`src/rtl/npu_pkg.sv`:
```
// npu_pkg: shared state encoding, config word field positions and default widths
package npu_pkg;
  localparam int DEF_DATA_W = 16;
  localparam int DEF_CNT_W = 16;
  localparam int CFG_SEL_IN_BIT = DEF_CNT_W + 1;
  localparam int CFG_SEL_OUT_BIT = DEF_CNT_W;
  typedef enum logic [2:0] {
    S_IDLE, S_CFG_IN, S_CFG_OUT, S_CFG_WAIT, S_SEND, S_RECV, S_DONE
  } npu_state_e;
endpackage

```
`src/rtl/npu_host_skid_buf.sv`:
```
// npu_host_skid_buf: 2-entry FIFO catching output FIFO read data one cycle after the read strobe
module npu_host_skid_buf
  import npu_pkg::*;
#(
  parameter int DATA_W = DEF_DATA_W
) (
  input  logic              i_clk,
  input  logic              i_rst,
  input  logic              i_push,
  input  logic [DATA_W-1:0] i_data,
  input  logic              i_pop,
  output logic [DATA_W-1:0] o_data,
  output logic              o_valid,
  output logic [1:0]        o_occ
);
  logic [DATA_W-1:0] r_mem [2];
  logic              r_wr;
  logic              r_rd;
  logic [1:0]        r_occ;
  assign o_data = r_mem[r_rd];
  assign o_valid = r_occ != 2'd0;
  assign o_occ = r_occ;
  always_ff @(posedge i_clk or posedge i_rst) begin
    if (i_rst) begin
      for (int i = 0; i < 2; i++) r_mem[i] <= '0;
      r_wr <= 1'b0;
      r_rd <= 1'b0;
      r_occ <= 2'd0;
    end else begin
      if (i_push) begin
        r_mem[r_wr] <= i_data;
        r_wr <= ~r_wr;
      end
      if (i_pop) r_rd <= ~r_rd;
      if (i_push && !i_pop) r_occ <= r_occ + 2'd1;
      else if (i_pop && !i_push) r_occ <= r_occ - 2'd1;
    end
  end
endmodule

```
`src/rtl/npu_host_dispatcher.sv`:
```
// npu_host_dispatcher: host-side NPU job initiator; writes counts to the config FIFO,
// streams input words in and drains exactly out_cnt result words back to the host.
module npu_host_dispatcher
  import npu_pkg::*;
#(
  parameter int DATA_W = DEF_DATA_W,
  parameter int CNT_W = DEF_CNT_W
) (
  input  logic              CLK,
  input  logic              RST,
  input  logic              host_req_valid,
  output logic              host_req_ready,
  input  logic [CNT_W-1:0]  host_req_in_cnt,
  input  logic [CNT_W-1:0]  host_req_out_cnt,
  input  logic              host_req_cfg,
  input  logic              host_in_valid,
  input  logic [DATA_W-1:0] host_in_data,
  output logic              host_in_ready,
  output logic              host_out_valid,
  output logic [DATA_W-1:0] host_out_data,
  input  logic              host_out_ready,
  output logic              cfg_fifo_wr_en,
  output logic [CNT_W+1:0]  cfg_fifo_wr_data,
  input  logic              cfg_fifo_full,
  input  logic              cfg_fifo_empty,
  output logic              in_fifo_wr_en,
  output logic [DATA_W-1:0] in_fifo_wr_data,
  input  logic              in_fifo_full,
  output logic              out_fifo_rd_en,
  input  logic [DATA_W-1:0] out_fifo_rd_data,
  input  logic              out_fifo_empty,
  output logic              busy,
  output logic              job_done,
  output logic [31:0]       job_cycles
);
  npu_state_e       r_state, w_next;
  logic [CNT_W-1:0] r_in_cnt, r_out_cnt, r_sent, r_issued, r_recv;
  logic             r_rd_pend;
  logic [31:0]      r_cyc, r_job_cycles, w_cyc_inc;
  logic             w_accept, w_in_wr, w_pop, w_rd, w_out_valid;
  logic             w_sent_last, w_recv_last;
  logic [1:0]       w_cfg_sel, w_occ;
  logic [DATA_W-1:0] w_out_data;
  assign host_req_ready = r_state == S_IDLE;
  assign busy = !host_req_ready;
  assign job_done = r_state == S_DONE;
  assign job_cycles = r_job_cycles;
  assign w_accept = host_req_ready && host_req_valid;
  assign w_cyc_inc = (&r_cyc) ? r_cyc : r_cyc + 32'd1;
  assign w_cfg_sel = {r_state == S_CFG_IN, r_state == S_CFG_OUT};
  assign cfg_fifo_wr_en = (|w_cfg_sel) && !cfg_fifo_full;
  assign cfg_fifo_wr_data = cfg_fifo_wr_en ? {w_cfg_sel, w_cfg_sel[1] ? r_in_cnt : r_out_cnt} : '0;
  assign host_in_ready = (r_state == S_SEND) && !in_fifo_full && (r_sent != r_in_cnt);
  assign w_in_wr = host_in_valid && host_in_ready;
  assign in_fifo_wr_en = w_in_wr;
  assign in_fifo_wr_data = w_in_wr ? host_in_data : '0;
  assign w_sent_last = (r_sent == r_in_cnt) || (w_in_wr && (r_sent + CNT_W'(1) == r_in_cnt));
  assign host_out_valid = w_out_valid;
  assign host_out_data = w_out_data;
  assign w_pop = w_out_valid && host_out_ready;
  assign w_recv_last = (r_recv == r_out_cnt) || (w_pop && (r_recv + CNT_W'(1) == r_out_cnt));
  // a word popped this cycle frees its slot, which keeps reads back-to-back at full rate
  assign w_rd = (r_state == S_RECV) && !out_fifo_empty && (r_issued != r_out_cnt)
             && (({1'b0, w_occ} + {2'b0, r_rd_pend}) < (3'd2 + {2'b0, w_pop}));
  assign out_fifo_rd_en = w_rd;
  always_comb begin
    w_next = r_state;
    case (r_state)
      S_IDLE:     if (host_req_valid) w_next = host_req_cfg ? S_CFG_IN : S_SEND;
      S_CFG_IN:   if (!cfg_fifo_full) w_next = S_CFG_OUT;
      S_CFG_OUT:  if (!cfg_fifo_full) w_next = S_CFG_WAIT;
      S_CFG_WAIT: if (cfg_fifo_empty) w_next = S_SEND;
      S_SEND:     if (w_sent_last) w_next = S_RECV;
      S_RECV:     if (w_recv_last) w_next = S_DONE;
      default:    w_next = S_IDLE;
    endcase
  end
  always_ff @(posedge CLK or posedge RST) begin
    if (RST) begin
      r_state <= S_IDLE;
      r_in_cnt <= '0;
      r_out_cnt <= '0;
      r_sent <= '0;
      r_issued <= '0;
      r_recv <= '0;
      r_rd_pend <= 1'b0;
      r_cyc <= '0;
      r_job_cycles <= '0;
    end else begin
      r_state <= w_next;
      r_rd_pend <= w_rd;
      if (w_accept) begin
        r_in_cnt <= host_req_in_cnt;
        r_out_cnt <= host_req_out_cnt;
        r_sent <= '0;
        r_issued <= '0;
        r_recv <= '0;
        r_cyc <= '0;
      end else begin
        if (w_in_wr) r_sent <= r_sent + CNT_W'(1);
        if (w_rd) r_issued <= r_issued + CNT_W'(1);
        if (w_pop) r_recv <= r_recv + CNT_W'(1);
        if (busy) r_cyc <= w_cyc_inc;
      end
      if (job_done) r_job_cycles <= w_cyc_inc;
    end
  end
  npu_host_skid_buf #(.DATA_W(DATA_W)) u_skid (
    .i_clk  (CLK),
    .i_rst  (RST),
    .i_push (r_rd_pend),
    .i_data (out_fifo_rd_data),
    .i_pop  (w_pop),
    .o_data (w_out_data),
    .o_valid(w_out_valid),
    .o_occ  (w_occ)
  );
endmodule
```
`config.mk`:
```
export PLATFORM = sky130hd
export DESIGN_NAME = npu_host_dispatcher
export DESIGN_NICKNAME = d
export VERILOG_FILES = /design/src/rtl/npu_pkg.sv /design/src/rtl/npu_host_skid_buf.sv /design/src/rtl/npu_host_dispatcher.sv
export SDC_FILE = /design/constraint.sdc
export NUM_CORES = 1
export LEC_CHECK = 0
export ABC_AREA = 1
export CAP_MARGIN = 25
export CORE_MARGIN = 10
export CORE_UTILIZATION = 46
export DETAILED_ROUTE_END_ITERATION = 12
export HOLD_SLACK_MARGIN = 0.02
export PLACE_DENSITY = 0.77
export SYNTH_ARGS = -nofsm -noshare
export SYNTH_HDL_FRONTEND = slang
export SYNTH_HIERARCHICAL = 1
export SYNTH_SLANG_ARGS = --single-unit
```
`constraint.sdc`:
```
create_clock -name CLK -period 5.4 [get_ports CLK]
set_clock_uncertainty 0.2 [all_clocks]
set_input_delay 1.62 -clock CLK [delete_from_list [all_inputs] [get_ports CLK]]
set_output_delay 1.62 -clock CLK [all_outputs]
set_load 0.05 [all_outputs]
```
Word-level counts from Yosys, hierarchy flattened
Cells that the tools add are included.
- logic and storage cells: 108
- input bits: 74
- output and inout port bits: 90
- bits in registers: 184
- muxes and demuxes: 28
- add/sub/neg operators: 8
- order comparisons: 4
- bitwise gates (word level): 4
- equal/unequal tests: 19
- reduce and logical (&&, ||, !) cells: 31
- operators by type and width (operator ; number):
    2-to-1 mux 16 bit ; 12
    2-to-1 mux 32 bit ; 3
    == test 16 bit ; 4
    adder 16 x 1 -> 16 bit, second input constant ; 3
    adder 32 x 1 -> 32 bit, second input constant ; 1
    bitwise mux 32 bit ; 1
    != test 16 bit ; 2
    AND reduction 32 bit ; 1
    2-to-1 mux 3 bit ; 7
    2-to-1 mux 18 bit ; 1
    one-hot mux 3 bit (6 select lines) ; 1
    demux 16 bit (select 1 bit) ; 1
    logical AND 1 bit ; 14
    != test 2 bit, second input constant ; 6
    nonzero test 2 bit ; 5
    == test 3 bit, second input constant ; 3
    == test 3 x 2 -> 1 bit, second input constant ; 2
    logical NOT 1 bit ; 6
    AND reduction 6 bit ; 1
    >= comparator 2 bit, second input constant ; 2
    2-to-1 mux 2 bit ; 2
    inverter 1 -> 2 bit ; 2
    adder 2 x 1 -> 3 bit ; 1
    adder 2 x 1 -> 3 bit, first input constant ; 1
    other kinds (10) ; 12

Logic depth before layout (Yosys ltp)
Gate-level depths: netlist (run 1).
- depth in word-level cells: 8
- mapped depth: 16
- depth with buffers taken out: 16

Hierarchy
The synthesis (run 1) kept the hierarchy.
- by module, submodules not included (module ; seq. area each (um2) ; cells an instance ; instances ; area each (um2)):
    npu_host_dispatcher ; 3703.6 ; 1282 ; 1 ; 9301.4
    npu_host_skid_buf ; 900.9 ; 162 ; 1 ; 1654.1

Least setup slack after synthesis (run 1)
Ideal clock, no wire load.
- kind: input -> output
- start point: input cfg_fifo_full
- end point: output cfg_fifo_wr_data[10]
- slack: -0.505 ns
- path buffers: 1
- stages: 4
- required time: 3.580 ns
- data arrival time: 4.085 ns
- path through: a21oi_1 -> inv_1 -> buf_2 -> a211oi_1
- word-level cells in the longest chain between the ends: 3
- RTL lines (item ; RTL line ; text):
    start: declaration ; npu_host_dispatcher.sv:24 ; input logic cfg_fifo_full,
    logical NOT 1 bit ; n/a ;
    logical AND 1 bit ; npu_host_dispatcher.sv:51 ; assign cfg_fifo_wr_en = (|w_cfg_sel) && !cfg_fifo_full;
    2-to-1 mux 18 bit ; npu_host_dispatcher.sv:52 ; assign cfg_fifo_wr_data = cfg_fifo_wr_en ? {w_cfg_sel, w_cfg_sel[1] ? r_in_cnt : r_out_cnt} : '0;
    end: declaration ; npu_host_dispatcher.sv:23 ; output logic [CNT_W+1:0] cfg_fifo_wr_data,
No other way between the ends.

Worst setup path in the final report (run 1)
- start point: input cfg_fifo_full
- end point: output cfg_fifo_wr_data[3]
Same word-level chain as after synthesis.

==> results.md, run 1 <==
- The number of warnings issued by yosys is 6.
- The layer with the highest usage is met2.
- The core area is 23500 um2.
- The CTS tree is yes.
- In this run, distinct cell masters in the synthesized netlist total 48.
- The first-pass GRT wire length is 51300 um.
- The share of post-route cells with drive strength above 1 is 11.4%.
- From bottom edge to top edge, the die measures 174 um.
- The final number of max-transition violations was 0.
- Counting every instance in the synthesized netlist gives 1444.
- For this run, the slowest stage of the critical path takes 490 ps.
- Detailed placement ended at an HPWL of 23300 um.
- The post-CTS resize count is 0.
- The number of buffers created by CTS is 17.
- Cells fill 59.1% of the core in the end.
- The met2 track utilization from global routing is 33.9%.
- After detailed routing, the average wire length per cell comes to 15.7 um.
- The first detailed-routing pass took 5 iterations.
- The clock reaches the later pin of the worst-skew pair after 430 ps.
- The multiplexer share of the synthesized area is 1.74%.
- After clock tree synthesis, the clock-pin slew on the worst setup and hold paths is 70 ps.
- The final worst hold slack is 278 ps.
- The combinational family with the most area after synthesis is simple AND/OR/NAND/NOR gates.
- In the finished design, the share of the clock period the worst path needs comes to 93.8%.
- OpenSTA, run right after detailed placement, puts the worst setup slack at 358 ps.
- The area fraction in compound gates after synthesis is 9.25%.
- The run finished with clean final reports.
- The number of global-route vias before repair is 10000.
- For this run, global-route usage on met1 was measured as 25.3%.
- The longest clock path from root to sink contains 2 buffers.
- Pin placement for this block handled 164 I/O pins.
- For the worst setup path, the data required time is 3580 ps.
- STA classifies the critical path startpoint as a primary input.
- Dividing total power by cell area gives a power density of 530 nW/um2.
- In this run the biggest area consumer among cell types represents 42.0% of the synthesized area.
- The number of synthesized register bits is 184.
- The fmax is 0.197 GHz.
- The finished cells cover 13900 um2.
- Counting flops with an async set or reset pin after synthesis yields a share of 100%.
- The count of clock tree sinks is 184.
- The average vias per placed instance is 5.10.
- The routed layout has 9840 vias.
- The detailed router finished its first iteration with 828 violations.
- The global routing usage on met3 is 5.42%.
- The initial cell density of the core is 46.7%.
- In the synthesized netlist the dominant register cell turns out to be dfrtp_1.
- Sorting the synthesized cells by how often they occur yields nand2_1 (417), dfrtp_1 (184), inv_1 (174).
- The final layout contains 1677 nets.
- Of all nets on the critical path, the largest fanout is 16.
- Max-cap violations in this run came to 0.
- The worst pin sits at a relative slew slack of 35.5%.
- Each instance of the synthesized netlist takes up on average 7.59 um2.
- The min-delay analysis places its worst path in the category register to register.
- The placed instance area is 13300 um2.
- Entering global routing, the biggest net connects 76 pins.
- The sum of negative setup slack is 0 ps.
- The worst path in the final design needs a cycle of 5060 ps, including I/O delays and setup.
- The area growth from synthesis to layout is 26.6%.
- STA classifies the critical path endpoint as a primary output.
- The largest individual stage delay along the critical path comes from the cell a211oi_1.
- The antenna diode count is 0.
- The final estimated routing congestion in global placement is 0.955.
- The parity-gate share of the synthesized area counting xor and xnor cells is 7.59%.
- The number of antenna violations at the first check in global routing is 0.
- The die covers 30400 um2.
- After floorplanning, the core was divided into 56 placement rows.
- The number of setup buffers added after CTS is 0.
- Counting every net in the synthesized netlist gives 1525.
- The leakage power summed over all cells is 6.46 nW.
- Setup violations remaining at the end of the flow were counted as 0.
- Summing every instance area after synthesis gives 11000 um2.
- The most frequent cell after synthesis is nand2_1.
- CTS built an H-tree with a depth of 4.
- Sorting the synthesized cells by area gives the leading types as dfrtp_1 (42%), nand2_1 (14%), inv_1 (6.0%).
- Across all setup checks in the final design, the least slack found is 335 ps.
- The count of nets left with antenna violations once routing finished came out at 0.
- Setup repair after global routing left no endpoint under its margin.
- The die width is 174 um.
- Of the synthesized area, sequential elements account for 42.0%.
- IR analysis of the VDD net gives a maximum drop of 0.000285 V.
- The count of hold buffers inserted by post-cts repair is 0.
- The post-synthesis simple-gate area fraction is 29.9%.
- The number of synthesized flops with an enable pin is 0.
- The data arrival time at the worst-slack endpoint is 3240 ps.
- In the global route stage, overall resource usage came out at 20.3%.
- After detailed routing, the number of remaining DRC violations is 0.
- The global-route congestion overflow total is 0.
- The count of buffers added on input and output ports is 163.
- Walking the worst path, the cells encountered are clkdlybuf4s50_1 -> a21oi_2 -> inv_1 -> a211oi_1 -> buf_12.
- The largest area contributor in the synthesized netlist is dfrtp_1.
- The kind of critical path is primary input to primary output.
- CTS placed an instance of clkbuf_16 at the clock tree root.
- The wire length after detailed routing is 30300 um.
- The number of endpoints with negative hold slack in the final report is 0.
- For the pin with the worst max-slew slack, the measured transition is 965 ps.
- The post-synthesis share of cell area spent on full adders, half adders and majority gates is 0.799%.
## layer usage
metal  routed length [um]  part of all wire, %
met1                13000                   43
met2                14400                   48
met3                 2290                  7.6
met4                  567                  1.9
met5                    0                    0
## placed cells by master, fill, tap and decap left out, types with 8 or more instances in the layout
cell type and count:
nor3_1 28, nor2_2 9, nor4_1 8, xor2_1 67, nand4_1 23, o21ai_2 16, xnor2_1 28, nand3_1 57
nor2_4 10, clkdlybuf4s50_1 129, dfrtp_1 184, nand2_1 417, clkbuf_16 17, buf_12 36, o21ai_1 13, nand2_2 14
o22ai_1 14, a211oi_2 9, a21oi_1 13, buf_4 13, mux2_2 16, o21ai_0 89, inv_1 173, nor2_1 143
## registers in the layout, summed over array words and instances, names as in the netlist
| register | cells |
|---|---|
| job_cycles | 32 |
| u_skid/r_mem | 32 |
| r_cyc | 32 |
| r_state | 3 |
| r_in_cnt | 16 |
| u_skid/o_occ | 2 |
| r_recv | 16 |
| u_skid/r_wr | 1 |
| r_rd_pend | 1 |
| u_skid/r_rd | 1 |
| r_out_cnt | 16 |
| r_sent | 16 |
| r_issued | 16 |
## critical path: cells and delay by family
kind	cells	cell delay, ps
buffers and inverters	3	980
AOI/OAI and AO/OA	2	640
## final timing paths
check	startpoint	endpoint	slack (ps)	cells past startpoint
max in group asynchronous	RST	r_sent[15]	2880	3
setup reg to reg	r_cyc[1]	job_cycles[7]	2480	10
setup / recovery	cfg_fifo_full	cfg_fifo_wr_data[3]	340	5
hold / removal	job_cycles[20]	job_cycles[20]	280	2
hold reg to reg	job_cycles[20]	job_cycles[20]	280	2
min in group asynchronous	RST	job_cycles[28]	1450	2
## final cells by class
class	instances	area (um2)
clock buffers	19	443
clock inverters	13	110
fillers	2101	9610
inverters	182	688
multi-input cells	1031	5460
flip-flops and latches	184	4600
well taps	319	399
repair buffers	180	2160
## through the flow
| stage | cells | total power [mW] |
|---|---|---|
| 2_1_floorplan | 1444 | 4.98 |
| 3_3_place_gp | 1894 | 6.05 |
| 3_5_place_dp | 1896 | 6.16 |
| 4_1_cts | 1928 | 7.40 |
| 5_1_grt | 1928 | 7.90 |
| 6_report | 1928 | 7.35 |
## power by group
part	internal (mW)	total, mW	switching, mW	leakage (nW)
Clock	0.619	1.20	0.585	0.279
Sequential	1.92	2.53	0.613	2.39
Combinational	1.33	3.62	2.29	3.79
## cell families after synthesis
| family | after synthesis |
|---|---|
| and+or+nand+nor | 739 |
| buffers and inverters | 229 |
| DFF | 184 |
| AOI/OAI and AO/OA | 173 |
| xor gates and xnor gates | 95 |
| muxes | 17 |
| adders and majority gates | 7 |
No activity file was read; power rests on OpenSTA's default activity.
==> run 2: changes to the inputs <==
- GPL_ROUTABILITY_DRIVEN: default -> 0
- SLEW_MARGIN: default -> 30
==> run 2 against run 1 <==
Net effect: die area is the same; global-route usage is 0.39 points lower; hold slack is essentially flat; clock power grew 6%; maximum frequency fell by 0.26%; critical path type unchanged; largest power group unchanged.
==> results.md, run 2 (synthesis gave the netlist of run 1 again) <==
- The flow ran to the end, and the final reports show no timing, DRC or antenna violations.
- Summing over every cut layer, the via total after detailed routing is 9955.
- The die area is 30400 um2.
- The slew of the pin with the lowest slew margin is 834 ps.
- The type of element capturing the critical path is a primary output.
- The slowest stage of the critical path is the a211oi_1 cell.
- The clock passes through at most 2 buffers.
- In this run, post-CTS hold repair placed 0 buffers.
- The number of buffers created by CTS is 17.
- The power density of the placed cells is 534 nW/um2.
- The clock reaches the later pin of the worst-skew pair after 440 ps.
- The H-tree depth is 4.
- Data on the critical path is required at its endpoint by 3580 ps.
- Setup violations remaining at the end of the flow were counted as 0.
- The first detailed-routing pass ran for 6 iterations.
- Along the worst path, the maximum fanout reaches 16.
- The worst setup path is of the primary input to primary output kind.
- The kind of cell adding the most delay to the critical path is buffers and inverters.
- For the finished layout, the period the worst path requires is 5080 ps.
- The final worst hold slack is 278 ps.
- Setup repair after global routing left no endpoint under its margin.
- Entering global routing, the biggest net connects 86 pins.
- The final number of max-transition violations came to 0.
- Setup total negative slack on the finished layout was measured at 0 ps.
- The number of buffer cells added on primary ports is 163.
- The post-CTS resize count is 0.
- In this run the post-CTS setup repair buffer count came out at 0.
- For this run, design rule violations remaining after detail routing come to 0.
- The number of endpoints with negative hold slack in the final report is 0.
- The die width is 174 um.
- The most common library cell in the layout ignoring fill and taps is nand2_1.
- The largest stage delay on the critical path is 500 ps.
- The cell at the root of the clock tree is clkbuf_16.
- The initial cell density of the core is 46.7%.
- After floorplanning, the core was sized to cover 23500 um2.
- The area growth from synthesis to layout is 26.3%.
- The global-route congestion overflow total is 0.
- The antenna diode count is 0.
- Across the VDD grid, the largest voltage drop is 0.000246 V.
- Of the cells placed in the final design, the portion with a size suffix greater than 1 is 11.5%.
- For this design the static power due to leakage is 6.45 nW.
- The wire length after detailed routing is 30100 um.
- The final critical path takes up 94.0% of the cycle.
- The first global-routing pass estimated 50400 um of wire.
- STA classifies the critical path startpoint as a primary input.
- The estimated wirelength of the detail-placed design is 22900 um.
- The min-delay analysis places its worst path in the category register to register.
- The layout has 2048 filler cells.
- TritonCTS built the clock tree.
- The total power of the final layout is 7.39 mW.
- The library cells used most frequently in the layout, excluding fill and tap cells, are nand2_1 (416), dfrtp_1 (184), inv_1 (172).
- The final net count is 1675.
- The worst slew slack as a fraction of its limit is 44.3%.
- The number of global-route vias before repair was 10100.
- CTS saw 184 sinks.
- After detailed routing, the average wire length per cell comes to 15.6 um.
- Walking the worst path, the cells encountered are clkdlybuf4s50_1 -> a21oi_2 -> inv_1 -> a211oi_1 -> buf_12.
- The fmax is 0.197 GHz.
- The count of routing violations after the opening detailed-route iteration is 777.
- The number of antenna violations at the first check in global routing is 0.
- Once detail routing completed, the nets flagged for antenna violations numbered 0.
- The floorplan row count is 56.
- Across the run, the number of max-cap violations was 0.
- The clock edge transition at the registers on the reported setup and hold paths is 60 ps.
- The I/O pin count is 164.
- The worst path buffer plus inverter count is 3.
- The vertical die dimension is 174 um.
- Using the TritonRoute via totals, the vias-per-cell ratio works out to 5.17.
- Global routing consumed, over all layers together, 19.9% of the routing resources.
- At the worst endpoint, the arrival time is 3260 ps.
## run 2: cell types whose count changed in the layout (fill, tap and decap cells not counted)
cell and change:
buf_16 -2, bufinv_16 +2, buf_12 -1, buf_4 +1
clkbuf_1 -1, clkbuf_8 -1, clkinv_2 +1, clkinv_4 -1
clkinvlp_4 +1, inv_1 -1, inv_2 +1, inv_8 -1
nand2_1 -1, nand2_2 +1
## run 2: where the power goes
group / internal (mW) / switching, mW
Combinational: 1.31 / 2.28
Clock: 0.694 / 0.571
Sequential: 1.92 / 0.624
Total: 3.92 / 3.47
## run 2: tightest hold or removal path, stage by stage (launching register included)
cell	delay, ps
dfrtp_1	340
nand2_1	50
o21ai_0	50
## run 2: metrics by stage
step / std cells / cell area [um2] / util [%] / setup WS, ps
floorplan: 1444 / 11000 / - / 71.4
global placement: 1894 / 13200 / 56.4 / 451
detailed placement: 1894 / 13200 / 56.4 / 356
CTS: 1926 / 13800 / 58.9 / 318
global route: 1926 / 13800 / 58.9 / 256
finish: 1926 / 13800 / 58.9 / 322
## run 2: cell type report
class | count | area (um2) | area share (%)
Timing Repair Buffer | 178 | 2100 | 15.2
Clock inverter | 15 | 163 | 1.18
Tap cell | 319 | 399 | 2.89
Clock buffer | 17 | 425 | 3.07
Sequential cell | 184 | 4600 | 33.3
Inverter | 182 | 688 | 4.97
Multi-Input combinational cell | 1031 | 5460 | 39.5
## run 2: worst paths after layout
check,startpoint,end,slack [ps],depth (start not counted)
worst max-delay path,cfg_fifo_full,cfg_fifo_wr_data[3],320,5
worst min-delay path,u_skid/r_mem[13],u_skid/r_mem[13],280,2
worst max register to register,r_cyc[1],job_cycles[1],2360,9
worst min register to register,u_skid/r_mem[13],u_skid/r_mem[13],280,2
max in group asynchronous,RST,job_cycles[23],2580,3
min in group asynchronous,RST,u_skid/r_mem[6],1490,3
## run 2: metal layers
layer / vias up / share of wire [%] / track usage, %
met5: - / 0 / 0
met4: 0 / 1.9 / 6.06
met3: 47 / 9.3 / 6.39
met2: 381 / 47 / 33.1
met1: 4645 / 41 / 24.1
li1: 4882 / - / -
==> run 3: changes to the inputs <==
--- a/config.mk
+++ b/config.mk
@@ -12,5 +12,4 @@
 export DETAILED_ROUTE_END_ITERATION = 12
-export GPL_ROUTABILITY_DRIVEN = 0
 export HOLD_SLACK_MARGIN = 0.02
-export PLACE_DENSITY = 0.77
+export PLACE_DENSITY = 0.81
 export SLEW_MARGIN = 30
==> constraint.sdc (replaced) <==
create_clock -name CLK -period 5.4 [get_ports CLK]
set_clock_uncertainty 0.2 [all_clocks]
set_input_delay 0.54 -clock CLK [delete_from_list [all_inputs] [get_ports CLK]]
set_output_delay 0.54 -clock CLK [all_outputs]
set_load 0.05 [all_outputs]
==> run 3 against run 2 <==
Net effect: setup slack better by 1000 ps; cell count is 0.26% lower; critical path depth is 3 higher; cell area is 3.1% lower; largest cell class unchanged; largest power group unchanged.
==> results.md, run 3 (synthesis gave the netlist of run 1 again) <==
- The slowest stage of the critical path belongs to the cell clkdlybuf4s50_1.
- In this design, the critical path's most frequently occurring cell is inv_1.
- The later pin in the worst-skew pair is clocked with a latency of 440 ps.
- The footprint of the multi-input gates is 5410 um2.
- For this block, the initial DRC count from the detailed router was 937.
- On the worst path, the slowest cell contributes a delay of 890 ps.
- The startpoint type of the worst setup path is a register.
- The fmax is 0.248 GHz.
- Counting I/O delays and the setup requirement, the final critical path takes 4030 ps.
- Buffers added to address setup during post-CTS repair amount to 0.
- The number of endpoints with negative hold slack in the final report is 0.
- The total overflow left after global routing is 0.
- In the routed design, unresolved DRC markers number 0.
- The highest net fanout along the worst path is 34.
- The worst path uses 74.6% of the clock period.
- The I/O pin count is 164.
- Hold repair after CTS inserted 0 buffers.
- The power density of the placed cells is 545 nW/um2.
- The number of antenna violations at the first check in global routing is 0.
- The cell at the root of the clock tree is clkbuf_16.
- The number of buffers created by CTS is 17.
- The core area is 23500 um2.
- The largest vdd supply drop is 0.000295 V.
- The final number of max-transition violations is 0.
- Data on the critical path is required at its endpoint by 4660 ps.
- The min-delay analysis places its worst path in the category register to register.
- Wires add up to 30600 um.
- The average vias per placed instance is 5.16.
- Summing over every cut layer, the via total after detailed routing is 9914.
- For this run, the detailed router's first-pass iteration total came to 6.
- The sequential cell area in the final layout is 4600 um2.
- For this configuration, the core starts out at a cell density of 46.7%.
- The number of fillers in the final layout is 2131.
- The leakage power summed over all cells is 6.26 nW.
- At the end of the flow, the number of nets in the layout was 1670.
- The most common library cell in the layout ignoring fill and taps is nand2_1.
- The die width is 174 um.
- The vertical die dimension is 174 um.
- The number of buffer cells added on primary ports is 163.
- After detailed routing, the average wire length per cell comes to 15.9 um.
- The maximum buffer depth of the clock tree is 2.
- At the pin with the least slew margin, the transition time is 810 ps.
- The kind of cell adding the most delay to the critical path is buffers and inverters.
- The worst path buffer plus inverter count is 4.
- The die covers 30400 um2.
- The final setup violation count is 0.
- Data on the critical path arrives at its endpoint at 3290 ps.
- The congestion estimate from routability-driven global placement came to 0.955.
- The run finished with clean final reports.
- Including well taps, the total number of placed cells is 1889.
- Traced cell by cell, the critical path runs through inv_1 -> nor2_2 -> nand2_1 -> buf_4 -> a21oi_1 -> inv_1 -> a211oi_1 -> clkdlybuf4s50_1.
- The setup path with the least slack is of type register to primary output.
- TritonCTS built the clock tree.
- Setup repair after global routing left no endpoint under its margin.
- Headroom to the max-slew limit came out at 46.0%.
- The count of nets left with antenna violations after detail routing is 0.
- The count of cells in the finished layout, fillers not included, comes to 1921.
- 0 antenna diodes ended up in the layout.
- Leaving out fill and tap cells, the most frequent cells in the layout are nand2_1 (416), dfrtp_1 (184), inv_1 (172).
- The estimated wirelength of the detail-placed design is 22900 um.
- For this design, the sink count on the clock tree is 184.
- Adding up every negative setup slack in the final design gives 0 ps.
- The type of element capturing the critical path is a primary output.
- Global routing used 20.0% of the available tracks across all layers.
- Cells with a size suffix above 1 make up 8.49% of the layout.
- At the end of the flow the core is filled with cells to 57.1%.
- The post-CTS resize count is 0.
- Row generation in the floorplan step produced 56 rows.
- The first global-routing pass estimated 50300 um of wire.
- The number of global-route vias before repair is 9776.
- Entering global routing, the biggest net connects 76 pins.
- The H-tree depth is 4.
- The area growth from synthesis to layout is 22.3%.
- The max-cap violation count is 0.
- Total power for the finished layout comes to 7.31 mW.
- The clock edge transition at the registers on the reported setup and hold paths is 70 ps.
[run 3: changes by cell type in the layout (fill, tap and decap cells not counted), sizes merged]
cell and change:
clkinvlp -2, clkdlybuf4s50 +34, clkinv +2, buf -39, clkbuf +1, bufinv -1
[run 3: metal layers]
metal | part of all wire [%] | up-vias | GRT usage [%]
met5 | 0 | - | 0
met1 | 44 | 4651 | 25.4
met3 | 6.7 | 50 | 4.57
li1 | - | 4865 | -
met2 | 47 | 348 | 33.4
met4 | 1.7 | 0 | 5.24
[run 3: cell type report]
class | count | area share (%)
timing repair buffer | 173 | 12.7
sequential | 184 | 34.4
clock buffer | 18 | 3.28
multi-input combinational | 1031 | 40.4
tap | 319 | 2.98
clock inverter | 14 | 1.16
inverter | 182 | 5.14
[run 3: worst paths after layout]
kind | start | endpoint | slack, ps | cells past startpoint
max | r_state[0] | cfg_fifo_wr_data[13] | 1370 | 8
min | u_skid/r_mem[24] | u_skid/r_mem[24] | 280 | 2
max reg2reg | r_cyc[1] | r_cyc[0] | 2540 | 9
min reg2reg | u_skid/r_mem[24] | u_skid/r_mem[24] | 280 | 2
max in group asynchronous | RST | r_cyc[14] | 3620 | 3
min in group asynchronous | RST | r_cyc[26] | 420 | 2
[run 3: metrics by stage]
stage	hold WS (ps)	setup WS, ps	instance area (um2)
after global routing	296	1160	13400
after global placement	260	1550	12800
final	281	1370	13400
after detailed placement	264	1520	12800
after CTS	283	1350	13400
after floorplan	248	680	11000
[run 3: where the power goes]
group	switching (mW)	leakage (nW)	internal, mW	total, mW
combinational	2.26	3.57	1.24	3.49
sequential	0.612	2.39	1.92	2.53
clock	0.613	0.294	0.670	1.28
[run 3: worst reg2reg max path, delay by kind of cell (launching register included)]
family	cells	cell delay (ps)
and+or+nand+nor	4	950
buffers and inverters	2	510
DFF	1	440
adders and majority gates	1	320
xor gates and xnor gates	1	210
AOI/OAI and AO/OA	1	90
